[src/rtl/dac_sample_fifo.sv]
`default_nettype none
// ============================================================================
//  Module   : dac_sample_fifo
//  Purpose  : Sample buffer and rate adapter between the DDS/sample source and
//             the AD5543 serial DAC driver. Prefills to START_LEVEL before
//             presenting samples, holds one sample on the output, repeats the
//             last sample on underrun and counts underruns. Optionally converts
//             two's-complement samples to offset binary for the unipolar DAC.
//  Ports    : fclk, reset_n (sync, active-low), flush, clr_stat
//             s_axis_*  : 16-bit sample input (AXI-stream slave)
//             m_axis_*  : held sample output, popped by 1-cycle tready strobe
//             level     : current FIFO occupancy
//             underrun_cnt : saturating underrun counter
//             running   : high while samples are being presented
//  Revision : 1.0 - initial release
// ============================================================================
module dac_sample_fifo #(
    parameter int DW          = 16,
    parameter int DEPTH       = 64,
    parameter int START_LEVEL = 32,
    parameter bit OFFSET_BIN  = 1'b1
) (
    input  logic                     fclk,
    input  logic                     reset_n,
    input  logic                     flush,
    input  logic                     clr_stat,
    input  logic                     s_axis_tvalid,
    output logic                     s_axis_tready,
    input  logic [DW-1:0]            s_axis_tdata,
    output logic                     m_axis_tvalid,
    input  logic                     m_axis_tready,
    output logic [DW-1:0]            m_axis_tdata,
    output logic [$clog2(DEPTH):0]   level,
    output logic [15:0]              underrun_cnt,
    output logic                     running
);

    localparam int AW = $clog2(DEPTH);
    localparam int LW = AW + 1;

    localparam logic [DW-1:0] c_MIDSCALE = {1'b1, {(DW-1){1'b0}}};
    localparam logic [LW-1:0] c_DEPTH    = LW'(DEPTH);
    localparam logic [LW-1:0] c_START    = LW'(START_LEVEL);
    localparam logic [15:0]   c_CNT_MAX  = 16'hFFFF;

    typedef enum logic [0:0] {
        ST_FILL = 1'b0,
        ST_RUN  = 1'b1
    } state_t;

    state_t          r_state;
    state_t          w_state_nxt;

    logic [DW-1:0]   r_mem [DEPTH];
    logic [AW-1:0]   r_wr_ptr;
    logic [AW-1:0]   r_rd_ptr;
    logic [LW-1:0]   r_level;
    logic [DW-1:0]   r_hold;
    logic [15:0]     r_underrun_cnt;
    logic            r_in_rdy;      // gates tready until the first cycle after reset

    logic            w_push;
    logic            w_pop;
    logic            w_underrun;
    logic [DW-1:0]   w_head;
    logic [DW-1:0]   w_head_conv;

    // ------------------------------------------------------------------------
    // Output / handshake
    // ------------------------------------------------------------------------
    assign s_axis_tready = r_in_rdy && (r_level != c_DEPTH);
    assign m_axis_tvalid = (r_state == ST_RUN);
    assign running       = (r_state == ST_RUN);
    assign m_axis_tdata  = r_hold;
    assign level         = r_level;
    assign underrun_cnt  = r_underrun_cnt;

    // A flush discards any push accepted on the same cycle.
    assign w_push = s_axis_tvalid && s_axis_tready && !flush;

    assign w_head = r_mem[r_rd_ptr];

    generate
        if (OFFSET_BIN) begin : g_offset_bin
            assign w_head_conv = {~w_head[DW-1], w_head[DW-2:0]};
        end else begin : g_pass_through
            assign w_head_conv = w_head;
        end
    endgenerate

    // ------------------------------------------------------------------------
    // State machine: next state and pop/underrun decisions
    // ------------------------------------------------------------------------
    always_comb begin
        w_state_nxt = r_state;
        w_pop       = 1'b0;
        w_underrun  = 1'b0;
        case (r_state)
            ST_FILL: begin
                // Decision uses the registered level, so a push on this cycle
                // cannot start the output early.
                if (r_level >= c_START) begin
                    w_pop       = 1'b1;
                    w_state_nxt = ST_RUN;
                end
            end
            ST_RUN: begin
                if (m_axis_tready) begin
                    if (r_level != '0) begin
                        w_pop = 1'b1;
                    end else begin
                        w_underrun = 1'b1;
                    end
                end
            end
            default: begin
                w_state_nxt = ST_FILL;
            end
        endcase
        if (flush) begin
            w_state_nxt = ST_FILL;
            w_pop       = 1'b0;
            w_underrun  = 1'b0;
        end
    end

    always_ff @(posedge fclk) begin
        if (!reset_n) begin
            r_state <= ST_FILL;
        end else begin
            r_state <= w_state_nxt;
        end
    end

    // ------------------------------------------------------------------------
    // Sample storage (no reset so it can map onto RAM)
    // ------------------------------------------------------------------------
    always_ff @(posedge fclk) begin
        if (w_push) begin
            r_mem[r_wr_ptr] <= s_axis_tdata;
        end
    end

    // ------------------------------------------------------------------------
    // Pointers, occupancy, hold register, underrun counter
    // ------------------------------------------------------------------------
    always_ff @(posedge fclk) begin
        if (!reset_n) begin
            r_wr_ptr       <= '0;
            r_rd_ptr       <= '0;
            r_level        <= '0;
            r_hold         <= c_MIDSCALE;
            r_underrun_cnt <= '0;
            r_in_rdy       <= 1'b0;
        end else begin
            r_in_rdy <= 1'b1;

            if (flush) begin
                r_wr_ptr <= '0;
                r_rd_ptr <= '0;
                r_level  <= '0;
                r_hold   <= c_MIDSCALE;
            end else begin
                if (w_push) begin
                    r_wr_ptr <= r_wr_ptr + AW'(1);
                end
                if (w_pop) begin
                    r_rd_ptr <= r_rd_ptr + AW'(1);
                    r_hold   <= w_head_conv;
                end
                // A push into an empty FIFO during an underrun lands in the
                // FIFO; it is never bypassed straight into the hold register.
                case ({w_push, w_pop})
                    2'b10:   r_level <= r_level + LW'(1);
                    2'b01:   r_level <= r_level - LW'(1);
                    default: r_level <= r_level;
                endcase
            end

            // Clearing takes precedence over a coincident underrun.
            if (clr_stat) begin
                r_underrun_cnt <= '0;
            end else if (w_underrun && (r_underrun_cnt != c_CNT_MAX)) begin
                r_underrun_cnt <= r_underrun_cnt + 16'd1;
            end
        end
    end

endmodule
`default_nettype wire

[config.mk]
export PLATFORM = sky130hd
export DESIGN_NAME = dac_sample_fifo
export DESIGN_NICKNAME = d
export VERILOG_FILES = /design/src/rtl/dac_sample_fifo.sv
export SDC_FILE = /design/constraint.sdc
export NUM_CORES = 1
export LEC_CHECK = 0
export ABC_AREA = 0
export CORE_ASPECT_RATIO = 1.4
export CORE_MARGIN = 4
export CORE_UTILIZATION = 35
export CTS_CLUSTER_SIZE = 30
export DETAILED_ROUTE_END_ITERATION = 10
export GPL_TIMING_DRIVEN = 0
export PLACE_DENSITY = 0.48
export SLEW_MARGIN = 20
export SYNTH_ARGS = -nofsm -noshare
export SYNTH_HDL_FRONTEND = slang
export SYNTH_SLANG_ARGS = --single-unit
[constraint.sdc]
create_clock -name fclk -period 3.25 [get_ports fclk]
set_input_delay 0.4875 -clock fclk [delete_from_list [all_inputs] [get_ports fclk]]
set_output_delay 0.4875 -clock fclk [all_outputs]
set_load 0.01 [all_outputs]
---- Yosys cells after proc, flatten, opt, wreduce, memory -nomap -nowiden ----
Memory sizes are Yosys's and may differ from the RTL's. A register that Yosys moved wholly into a read port is not among the register bits.
Index checks and enable logic that the tools add are counted.
operators by class
  add/sub/neg operators ................... 5
  $lt $le $gt $ge ......................... 1
  eq/ne operators ......................... 4
  multiplexer cells ....................... 16
  bitwise gates (word level) .............. 3
  reductions and logical operators ........ 9
operator list
  operator                                             number
  adder 16 x 1 -> 16 bit, second input constant        1
  != test 16 bit, second input constant                1
  one-hot mux 7 bit (2 select lines)                   1
  adder 6 x 1 -> 6 bit, second input constant          2
  two-way mux 1 bit                                    12
  two-way mux 6 bit                                    2
  adder 7 x 1 -> 7 bit, second input constant          1
  >= comparator 7 x 6 -> 1 bit, second input constant  1
  != test 7 bit, second input constant                 1
  nonzero test 7 bit                                   1
  subtractor 7 x 1 -> 7 bit, second input constant     1
  logical AND 1 bit                                    4
  OR reduction 2 bit                                   2
  NOT 1 bit                                            3
  equality test 2 x 1 -> 1 bit, second input constant  1
  equality test 2 bit, second input constant           1
  one-hot mux 1 bit (2 select lines)                   1
  nonzero test 2 bit                                   1
  logical NOT 1 bit                                    1
word-level totals
  bits in registers ....................... 53
  RAM bits ................................ 1024
  logic and storage cells ................. 46
  memories kept ........................... 1
memory list
  memory  words  bits a word  rd ports  clocked after memory_dff  write ports  RTL line  RTL
  r_mem   64     16           1         1                         1            54        logic [DW-1:0] r_mem [DEPTH];

---- Depth between registers and ports, before layout ----
Gate-level depths: netlist of the first run.
  depth in word-level cells ............... 7
  mapped depth ............................ 14
  gate-level depth less buffers ........... 12

---- Least setup slack after synthesis of the first run ----
No wires, ideal clock.
  path type ............................... register -> register
  start ................................... register r_level[5] (netlist: level[5])
  end ..................................... register r_level[6] (netlist: level[6])
  setup time .............................. 0.071 ns
  arrival time ............................ 3.392 ns
  data required time ...................... 3.179 ns
  path slack .............................. -0.212 ns
  cell stages (with the launch flop) ...... 15
  path buffers ............................ 2
  path through ............................ dfxtp_1 nor3_1 a211o_1 a31oi_2 buf_2 ha_1 buf_1 xor2_1 ha_1 a21oi_1 and3b_1 a221oi_1 a221oi_1 or3_1 a21oi_1
on the way
  cells in the longest elaborated chain, start to end .. 7
  elaborated cells on any way between the ends .. 17
ends and longest elaborated chain
  item                                                                  RTL line  RTL
  start: declaration                                                    57        logic [LW-1:0] r_level;
  start signal: assignment                                              174       2'b10: r_level <= r_level + LW'(1);
  start signal: assignment                                              175       2'b01: r_level <= r_level - LW'(1);
  start signal: assignment                                              176       default: r_level <= r_level;
  branches (longest 7 deep; another with >= comparator 7 x 6 -> 1 bit)  -
Parallel ways; which one is timed is not known.
A chain may end at the register's enable or synchronous reset.

---- Worst setup path after layout of the first run ----
  start ................................... register r_level[2] (netlist: level[2])
  end ..................................... memory r_mem[24][8] (enable)
on the way
  cells in the longest elaborated chain, start to end .. 6
ends and longest elaborated chain
  item                                     RTL line  RTL
  != test 7 bit                            71        assign s_axis_tready = r_in_rdy && (r_level != c_DEPTH);
  logical AND 1 bit                        71
  logical AND 1 bit (2 in a row)           79        assign w_push = s_axis_tvalid && s_axis_tready && !flush;
  two-way mux 1 bit                        139       if (w_push) begin
  two-way mux 1 bit (implied by the code)  140       r_mem[r_wr_ptr] <= s_axis_tdata;
  end: declaration                         54
No other way between the ends.

==> flow_metrics.tcl, run 1 <==
set metrics [dict create \
    synth.distinct_cells 59 \
    grt_max_degree 65 \
    synthCells 2130 \
    synth_area_leaders "edfxtp_1 73%, mux4_2 9.6%, mux2i_1 4.9%" \
    rsz0062_at_grt "true" \
    setup_slack_ns -0.0106 \
    vias 21400 \
    io_pins 64 \
    p_int_w 0.0227 \
    final_core_util 0.421 \
    clockBufferDepth 3 \
    track_usage 0.188 \
    area_delta_synth_final_pct 19.3 \
    antenna_found_initial 6 \
    worstHoldStart "s_axis_tdata[5]" \
    hold_class "input port to register" \
    gp_congestion 0.802 \
    fin_crit_ns 3.26 \
    power_frac_seq 0.536 \
    final_max_slew_viol_count 0 \
    synthFlopType "edfxtp_1" \
    switchingPower_w 0.00572 \
    synth_top_area_share 0.730 \
    cts_tree "yes" \
    whs_ns 0.167 \
    holdPathEnd "r_mem[20][5]" \
    crit_path_start_kind "register" \
    num_rows 150 \
    fin_skew_ns 0.0534 \
    critPathKind "register to register" \
    clkTransAtPathRegs_ns 0.06 \
    grt_remaining_overflow 0 \
    finalSetupViolCount 10 \
    ant_nets 0 \
    hold_violations 0 \
    via_per_inst 5.24 \
    drv_cap 0 \
    synth_area_um2 42100 \
    cts_root_buf "clkbuf_16" \
    initial_core_util 0.353 \
    ir_drop_mv 0.506 \
    grt_pass1_wl_mm 168 \
    timing.rr.end "r_mem[24][8]" \
    yosys_warnings 0 \
    hpwlAfterDp_mm 79.0 \
    fmax_mhz 307 \
    worstPathArrival_ns 3.69 \
    ys_seq_elements 1083 \
    cts_buffers 107 \
    finalNetCount 2413 \
    p_leak_nw 15.1 \
    fillers 10600 \
    pwr-share-clk 0.450 \
    hold-path-cell-count 1 \
    cts_sinks 1083 \
    core_um2 119000 \
    synth_xor_area_frac 0.00603 \
    dp_cells 3831 \
    p_per_area_nw_per_um2 567 \
    grt_pass1_vias 22400 \
    r2r-start "level[2]" \
    die_h_um 418 \
    clock_latency_ns 0.71 \
    period_share 1.00 \
    wirelength_mm 118 \
    crit_fanout 11 \
    combPwrFrac 0.013 \
    violations "negative setup slack" \
    synth_compound_area_frac 0.0357 \
    syn_avg_cell_area_um2 19.8 \
    drive_gt1_frac 0.273 \
    switching_share 0.201 \
    drt_iter0_drc 1920 \
    synth_edf_count 1024 \
    route.detailed.drc 0 \
    rr_worst_depth 8 \
    finalNonFillerCells 4080 \
    first_pass_iters 7 \
    synth_top_family_by_area "multiplexers" \
    slew_headroom 0.320 \
    wl_per_cell_um 29.0 \
    cts_max_level 3 \
    dieWidth_um 301 \
    ff2ff_setup_slack_ns -0.01 \
    fp.dieArea_um2 126000 \
    yosys.area_share.simple 0.0291 \
    outcome "complete, but fails checks" \
    synthMuxAreaShare 0.153 \
    async_reset_ff_frac 0 \
    worst_pin_slew_ns 1.02 \
    port_buffers 63 \
    yosysTopAreaCell "edfxtp_1" \
    final_cell_mix "1,024 x edfxtp_1, 199 x mux2i_1, 180 x mux4_2" \
    ys_seq_area_frac 0.758 \
    syn_nets 2158 \
    final_common_cell "edfxtp_1" \
    worstPathRequired_ns 3.68 \
    crit_path_end_kind "register" \
    synth_adder_area_share 0.00178 \
]
## worst max path at each step
stage | slack, ns | start | depth (start not counted) | to
2_1_floorplan | 0.09 | level[1] | 14 | level[6]
3_3_place_gp | -1.38 | s_axis_tvalid | 7 | r_mem[14][9]
3_5_place_dp | -1.10 | flush | 14 | level[6]
4_1_cts | -0.01 | level[2] | 8 | r_mem[26][7]
5_1_grt | -0.18 | level[2] | 8 | r_mem[24][8]
6_report | -0.01 | level[2] | 8 | r_mem[24][8]
## cells in the mapped netlist, types with 3 or more instances
| cell | number |
|---|---|
| and4_1 | 3 |
| dfxtp_1 | 59 |
| and3b_1 | 3 |
| xnor2_1 | 14 |
| o21ai_0 | 4 |
| and2_1 | 3 |
| nand2_1 | 36 |
| edfxtp_1 | 1024 |
| a22oi_1 | 90 |
| buf_4 | 17 |
| mux2i_1 | 206 |
| xor2_1 | 15 |
| buf_1 | 8 |
| o21ai_1 | 4 |
| nand2b_1 | 6 |
| mux4_2 | 180 |
| nor2b_1 | 27 |
| mux2_2 | 30 |
| nand3_1 | 9 |
| nor3_1 | 19 |
| inv_1 | 4 |
| nor2_1 | 108 |
| o22ai_1 | 16 |
| nand4_1 | 6 |
| o31ai_1 | 15 |
| a32oi_1 | 16 |
| buf_2 | 54 |
| a21oi_1 | 56 |
| or3_1 | 6 |
| ha_1 | 6 |
| a31oi_1 | 4 |
| and3_1 | 5 |
| clkbuf_1 | 38 |
| buf_6 | 6 |
## cells by family (layout without fill, tap and decap cells)
family | count (synthesis) | count (layout)
flops | 1083 | 1083
xor+xnor | 29 | 29
compound gates | 220 | 220
mux | 416 | 416
fa+ha+maj | 6 | 6
buf+inv | 128 | 477
other cells | 0 | 5
simple gates | 248 | 248
## power groups by stage
| stage | clock network, W | registers [W] | logic (W) |
|---|---|---|---|
| 3_3_place_gp | 0 | 0.0156 | 0.000319 |
| 3_5_place_dp | 0 | 0.0156 | 0.000380 |
| 2_1_floorplan | 0 | 0.0156 | 0.0000346 |
| 5_1_grt | 0.0137 | 0.0152 | 0.000405 |
| 4_1_cts | 0.0131 | 0.0153 | 0.000388 |
| 6_report | 0.0128 | 0.0153 | 0.000378 |
## critical path, cell delays in order (launching register included)
cell and delay (ns):
dfxtp_1 0.33, clkbuf_4 0.20, nor2_2 0.11, a311oi_4 0.36, inv_2 0.13, nor2_1 0.31
nand2_1 0.65, nor2_2 0.62, buf_6 0.25
## sequential cells by signal (all words and copies together) (netlist names), named ones only
name and flops:
r_wr_ptr 6, underrun_cnt 16, level 7, m_axis_tdata 16, r_rd_ptr 6, r_mem 1024
r_in_rdy 1, m_axis_tvalid 1
## layer usage
| layer | global-route usage | up-vias | share of wire | wire length [um] |
|---|---|---|---|---|
| met5 | 0 | - | 0 | 0 |
| met4 | 0.0632 | 0 | 0.029 | 3470 |
| met3 | 0.0251 | 144 | 0.047 | 5540 |
| met2 | 0.344 | 638 | 0.54 | 63300 |
| met1 | 0.229 | 11400 | 0.39 | 45900 |
| li1 | - | 9232 | - | - |
## final cells by class
cell class / instances / area [um^2] / share of cell area
tap: 1596 / 2000 / 0.0398
buffer: 122 / 679 / 0.0135
timing repair buffer: 147 / 1780 / 0.0354
antenna: 5 / 12.5 / 0.000249
multi-input combinational: 919 / 10100 / 0.201
clock inverter: 69 / 847 / 0.0169
inverter: 5 / 18.8 / 0.000374
clock buffer: 134 / 2820 / 0.0562
sequential: 1083 / 31900 / 0.636
## timing repair
item | in CTS | in global routing
pin swaps | 21 | 11
endpoints found under the hold margin | 4 | 0
hold buffers | 1 | 0
buffers inserted | 35 | 6
gates resized for setup | 56 | 31
endpoints found under the setup margin | 610 | 247
## stage by stage
stage	TNS [ns]	power (W)	setup slack, ns	area [um^2]
2_1_floorplan	0	0.0156	0.0866	42100
3_3_place_gp	-1274.44	0.0159	-1.38	44700
3_5_place_dp	-392.31	0.0159	-1.10	45700
4_1_cts	-0.0847	0.0287	-0.00960	50000
5_1_grt	-9.66	0.0293	-0.183	50200
6_report	-0.0476	0.0285	-0.0106	50200
Power figures use the tool's default switching activity.
==> run 2, diff against run 1 <==
Settings changed: CORE_ASPECT_RATIO 1.4 to 0.9.
==> flow_metrics.tcl, run 2 (synthesis results as in run 1) <==
set metrics [dict create \
    place_ws_ns -1.11 \
    setup_slack_ns -0.0494 \
    p_per_area_nw_per_um2 564 \
    worstPathArrival_ns 3.67 \
    p_total_w 0.0282 \
    fin_setup_tns_ns -0.831 \
    crit_path_end_kind "register" \
    place_area_um2 45900 \
    violations "negative setup slack" \
    cts_tree "yes" \
    die_h_um 337 \
    hold_class "input port to register" \
    hold_violations 0 \
    crit_fanout 12 \
    regMostFlops "r_mem" \
    outcome "complete, but fails checks" \
    critPathKind "register to register" \
    port_buffers 63 \
    wirelength_mm 117 \
    worst_pin_slew_ns 0.991 \
    slew_headroom 0.339 \
    ant_nets 0 \
    p_leak_nw 15.0 \
    finalSetupViolCount 22 \
    first_pass_iters 7 \
    clock_latency_ns 0.68 \
    via_per_inst 5.29 \
    clockBufferDepth 3 \
    final_max_slew_viol_count 0 \
    rsz0062_at_grt "true" \
    io_pins 64 \
    gp_congestion 0.839 \
    crit_path_start_kind "register" \
    grt_pass1_vias 22000 \
    design_area_um2 50000 \
    fin_skew_ns 0.0268 \
    antenna_found_initial 6 \
    cts_max_level 3 \
    wl_per_cell_um 28.6 \
    track_usage 0.183 \
    period_share 1.02 \
    final_common_cell "edfxtp_1" \
    grt_remaining_overflow 0 \
    drive_gt1_frac 0.266 \
    grt_max_degree 65 \
    dieWidth_um 374 \
    fin_crit_ns 3.30 \
    grt_pass1_wl_mm 165 \
    core_um2 119000 \
    fmax_mhz 303 \
    final_core_util 0.419 \
    fp.dieArea_um2 126000 \
    largest_reg_flops 1024 \
    drt_iter0_drc 2265 \
    worstPathRequired_ns 3.62 \
    cts_sinks 1083 \
    hpwlAfterDp_mm 77.6 \
    num_rows 120 \
    cts_buffers 112 \
    finalNetCount 2415 \
    area_delta_synth_final_pct 18.8 \
    route.detailed.drc 0 \
    final_cell_mix "1,024 x edfxtp_1, 205 x mux2i_1, 180 x mux4_2" \
    cts_hold_buf 0 \
    drv_cap 0 \
    vias 21600 \
    clkTransAtPathRegs_ns 0.06 \
    initial_core_util 0.353 \
    ir_drop_mv 0.471 \
    cts_root_buf "clkbuf_16" \
]
[run 2: what timing repair did]
| action | in CTS | in global routing |
|---|---|---|
| gates resized for setup | 42 | 26 |
| setup buffers | 15 | 6 |
| endpoints found under the setup margin | 416 | 269 |
| pin swaps | 10 | 7 |
| gates cloned | 0 | 0 |
[run 2: final timing paths]
kind / from / endpoint / slack [ns] / depth (start not counted)
min: s_axis_tdata[7] / r_mem[7][7] / 0.06 / 1
min reg2reg: underrun_cnt[12] / underrun_cnt[12] / 0.54 / 2
max reg2reg: level[2] / r_mem[16][6] / -0.05 / 8
max: level[2] / r_mem[16][6] / -0.05 / 8
[run 2: area by class of cell]
class	instances	area, um^2
diodes	3	7.51
plain buffers	121	672
clock buffers	156	3140
clock inverters	56	457
fillers	10500	69200
inverters	5	18.8
multi-input cells	919	9990
flip-flops and latches	1083	31900
well taps	1586	1980
repair buffers	145	1800
[run 2: per-stage QoR]
stage	cells	hold slack, ns
2_1_floorplan	2130	0.485
3_3_place_gp	3779	0.514
3_5_place_dp	3840	0.527
4_1_cts	4067	0.0199
5_1_grt	4071	0.0334
6_report	4074	0.0597
[run 2: power by group]
group | internal, W | switching [W] | total [W]
sequential | 0.0153 | 0.00000348 | 0.0153
clock | 0.00728 | 0.00527 | 0.0126
combinational | 0.0000826 | 0.000301 | 0.000383
[run 2: worst max-delay path, cell delays in order, from the launching register on]
cell and delay (ns):
dfxtp_1 0.32, buf_2 0.20, nor2_2 0.12, a311oi_4 0.36, inv_2 0.12, nor2_1 0.34
nand2_1 0.61, nor2_2 0.65, buf_8 0.23
[run 2: per-layer routing]
layer | track usage | share of wire | wire length [um]
met1 | 0.260 | 0.45 | 52000
met2 | 0.281 | 0.45 | 52700
met3 | 0.0397 | 0.067 | 7840
met4 | 0.0616 | 0.035 | 4050
met5 | 0 | 0.00018 | 21
==> run 3, diff against run 2 <==
Settings changed: CORE_UTILIZATION 35 to 51, PLACE_DENSITY 0.48 to 0.67.
==> flow_metrics.tcl, run 3 (synthesis results as in run 1) <==
set metrics [dict create \
    fmax_mhz 307 \
    fin_skew_ns 0.0241 \
    critPathKind "register to register" \
    grt_pass1_wl_mm 155 \
    finalNetCount 2403 \
    grt_max_degree 65 \
    clockBufferDepth 3 \
    route.detailed.drc 0 \
    clock_latency_ns 0.67 \
    hold_class "input port to register" \
    drive_gt1_frac 0.253 \
    gp_congestion 0.896 \
    worstPathRequired_ns 3.79 \
    slew_headroom 0.372 \
    period_share 1.00 \
    rsz0062_at_grt "true" \
    crit_buf_inv 2 \
    core_um2 81500 \
    wirelength_mm 106 \
    crit_path_start_kind "register" \
    first_pass_iters 5 \
    cts_buffers 105 \
    wl_met3_mm 9.34 \
    cts_sinks 1083 \
    fp.dieArea_um2 87200 \
    final_core_util 0.598 \
    grt_pass1_vias 22300 \
    final_cell_mix "1,024 x edfxtp_1, 206 x mux2i_1, 180 x mux4_2" \
    routed.top_layer "met5" \
    drv_cap 0 \
    crit_path_end_kind "register" \
    final_common_cell "edfxtp_1" \
    port_buffers 63 \
    ant_nets 0 \
    cts_tree "yes" \
    num_rows 99 \
    critPathMaxStageDelay_ns 0.79 \
    ir_drop_mv 0.519 \
    cts_root_buf "clkbuf_16" \
    place_ws_ns -1.13 \
    fillers 5785 \
    p_leak_nw 14.8 \
    p_per_area_nw_per_um2 563 \
    hold_violations 0 \
    final_max_slew_viol_count 0 \
    fin_crit_ns 3.26 \
    hpwlAfterDp_mm 68.8 \
    vias 22100 \
    drt_iter0_drc 2877 \
    crit_fanout 10 \
    finalSetupViolCount 1 \
    die_h_um 281 \
    antenna_found_initial 2 \
    outcome "complete, but fails checks" \
    setup_slack_ns -0.0115 \
    grt_remaining_overflow 0 \
    regMostFlops "r_mem" \
    largest_reg_flops 1024 \
    slowest_stage "clkdlybuf4s15_1" \
    clkTransAtPathRegs_ns 0.06 \
    io_pins 64 \
    via_per_inst 6.26 \
    track_usage 0.244 \
    worst_pin_slew_ns 0.942 \
    crit_chain "clkdlybuf4s15_1 -> nand2b_1 -> clkbuf_2 -> a21oi_1 -> nor3_2 -> a32oi_1 -> o31ai_1" \
    violations "negative setup slack" \
    cts_hold_buf 0 \
    initial_core_util 0.517 \
    cts_max_level 3 \
    dieWidth_um 311 \
    wl_per_cell_um 30.1 \
    dr_wl_met2_mm 49.3 \
    crit_family "buffers and inverters" \
    area_delta_synth_final_pct 15.7 \
    wl_met1_mm 44.4 \
    worstPathArrival_ns 3.80 \
]
-- run 3: changes by cell type in the layout (fill, tap and decap cells not counted), sizes merged --
| cell | before | now |
|---|---|---|
| inv | 9 | 7 |
| clkbuf | 197 | 177 |
| bufinv | 7 | 8 |
| diode | 3 | 1 |
| clkdlybuf4s15 | 0 | 1 |
| buf | 178 | 175 |
-- run 3: where the power goes --
part           total, W  switching [W]  internal (W)  leakage, nW
clock            0.0118        0.00509       0.00675         1.62
sequential       0.0153     0.00000348        0.0153         9.68
combinational  0.000344       0.000281     0.0000630         3.51
total            0.0274        0.00537        0.0221         14.8
-- run 3: worst reg2reg max path, delay by kind of cell (launching register included) --
family | cells | cell delay, ns
AND/OR/NAND/NOR | 2 | 0.65
AO/OA/AOI/OAI | 3 | 0.88
buffers and inverters | 2 | 1.19
flip-flops | 1 | 0.41
-- run 3: per-layer routing --
metal,global-route usage,vias up
met5,0,-
met4,0.0731,4
met3,0.0440,206
met2,0.376,1196
met1,0.363,11500
li1,-,9203
-- run 3: area by class of cell --
| type | instances | area [um^2] | area share |
|---|---|---|---|
| antenna | 1 | 2.50 | 0.0000514 |
| buffer | 123 | 672 | 0.0138 |
| clock buffer | 139 | 2830 | 0.0581 |
| clock inverter | 55 | 505 | 0.0104 |
| inverter | 5 | 18.8 | 0.000385 |
| multi-input combinational | 919 | 9860 | 0.202 |
| sequential | 1083 | 31900 | 0.656 |
| tap | 1060 | 1330 | 0.0272 |
| timing repair buffer | 138 | 1570 | 0.0321 |
-- run 3: repair_timing --
item	in CTS	in global routing
resized for setup	24	26
buffers inserted	5	9
pin swaps	3	4
setup endpoints to repair	188	190
-- run 3: through the flow --
stage | TNS, ns | cells | total power, W | hold slack [ns] | area, um^2
after floorplan | 0 | 2130 | 0.0156 | 0.485 | 42100
after global placement | -973.55 | 3253 | 0.0159 | 0.515 | 44100
after detailed placement | -248.78 | 3314 | 0.0159 | 0.528 | 45100
after CTS | -0.00384 | 3513 | 0.0276 | 0.0318 | 48600
after global routing | -0.258 | 3522 | 0.0283 | 0.0421 | 48700
final | -0.0115 | 3523 | 0.0274 | 0.0600 | 48700
-- run 3: worst paths after layout --
path / from / endpoint / slack (ns) / cells after the start
max: register / m_axis_tdata[7] / -0.01 / 7
min: s_axis_tdata[12] / r_mem[19][12] / 0.06 / 1
max reg2reg: register / m_axis_tdata[7] / -0.01 / 7
min reg2reg: underrun_cnt[8] / underrun_cnt[8] / 0.55 / 2
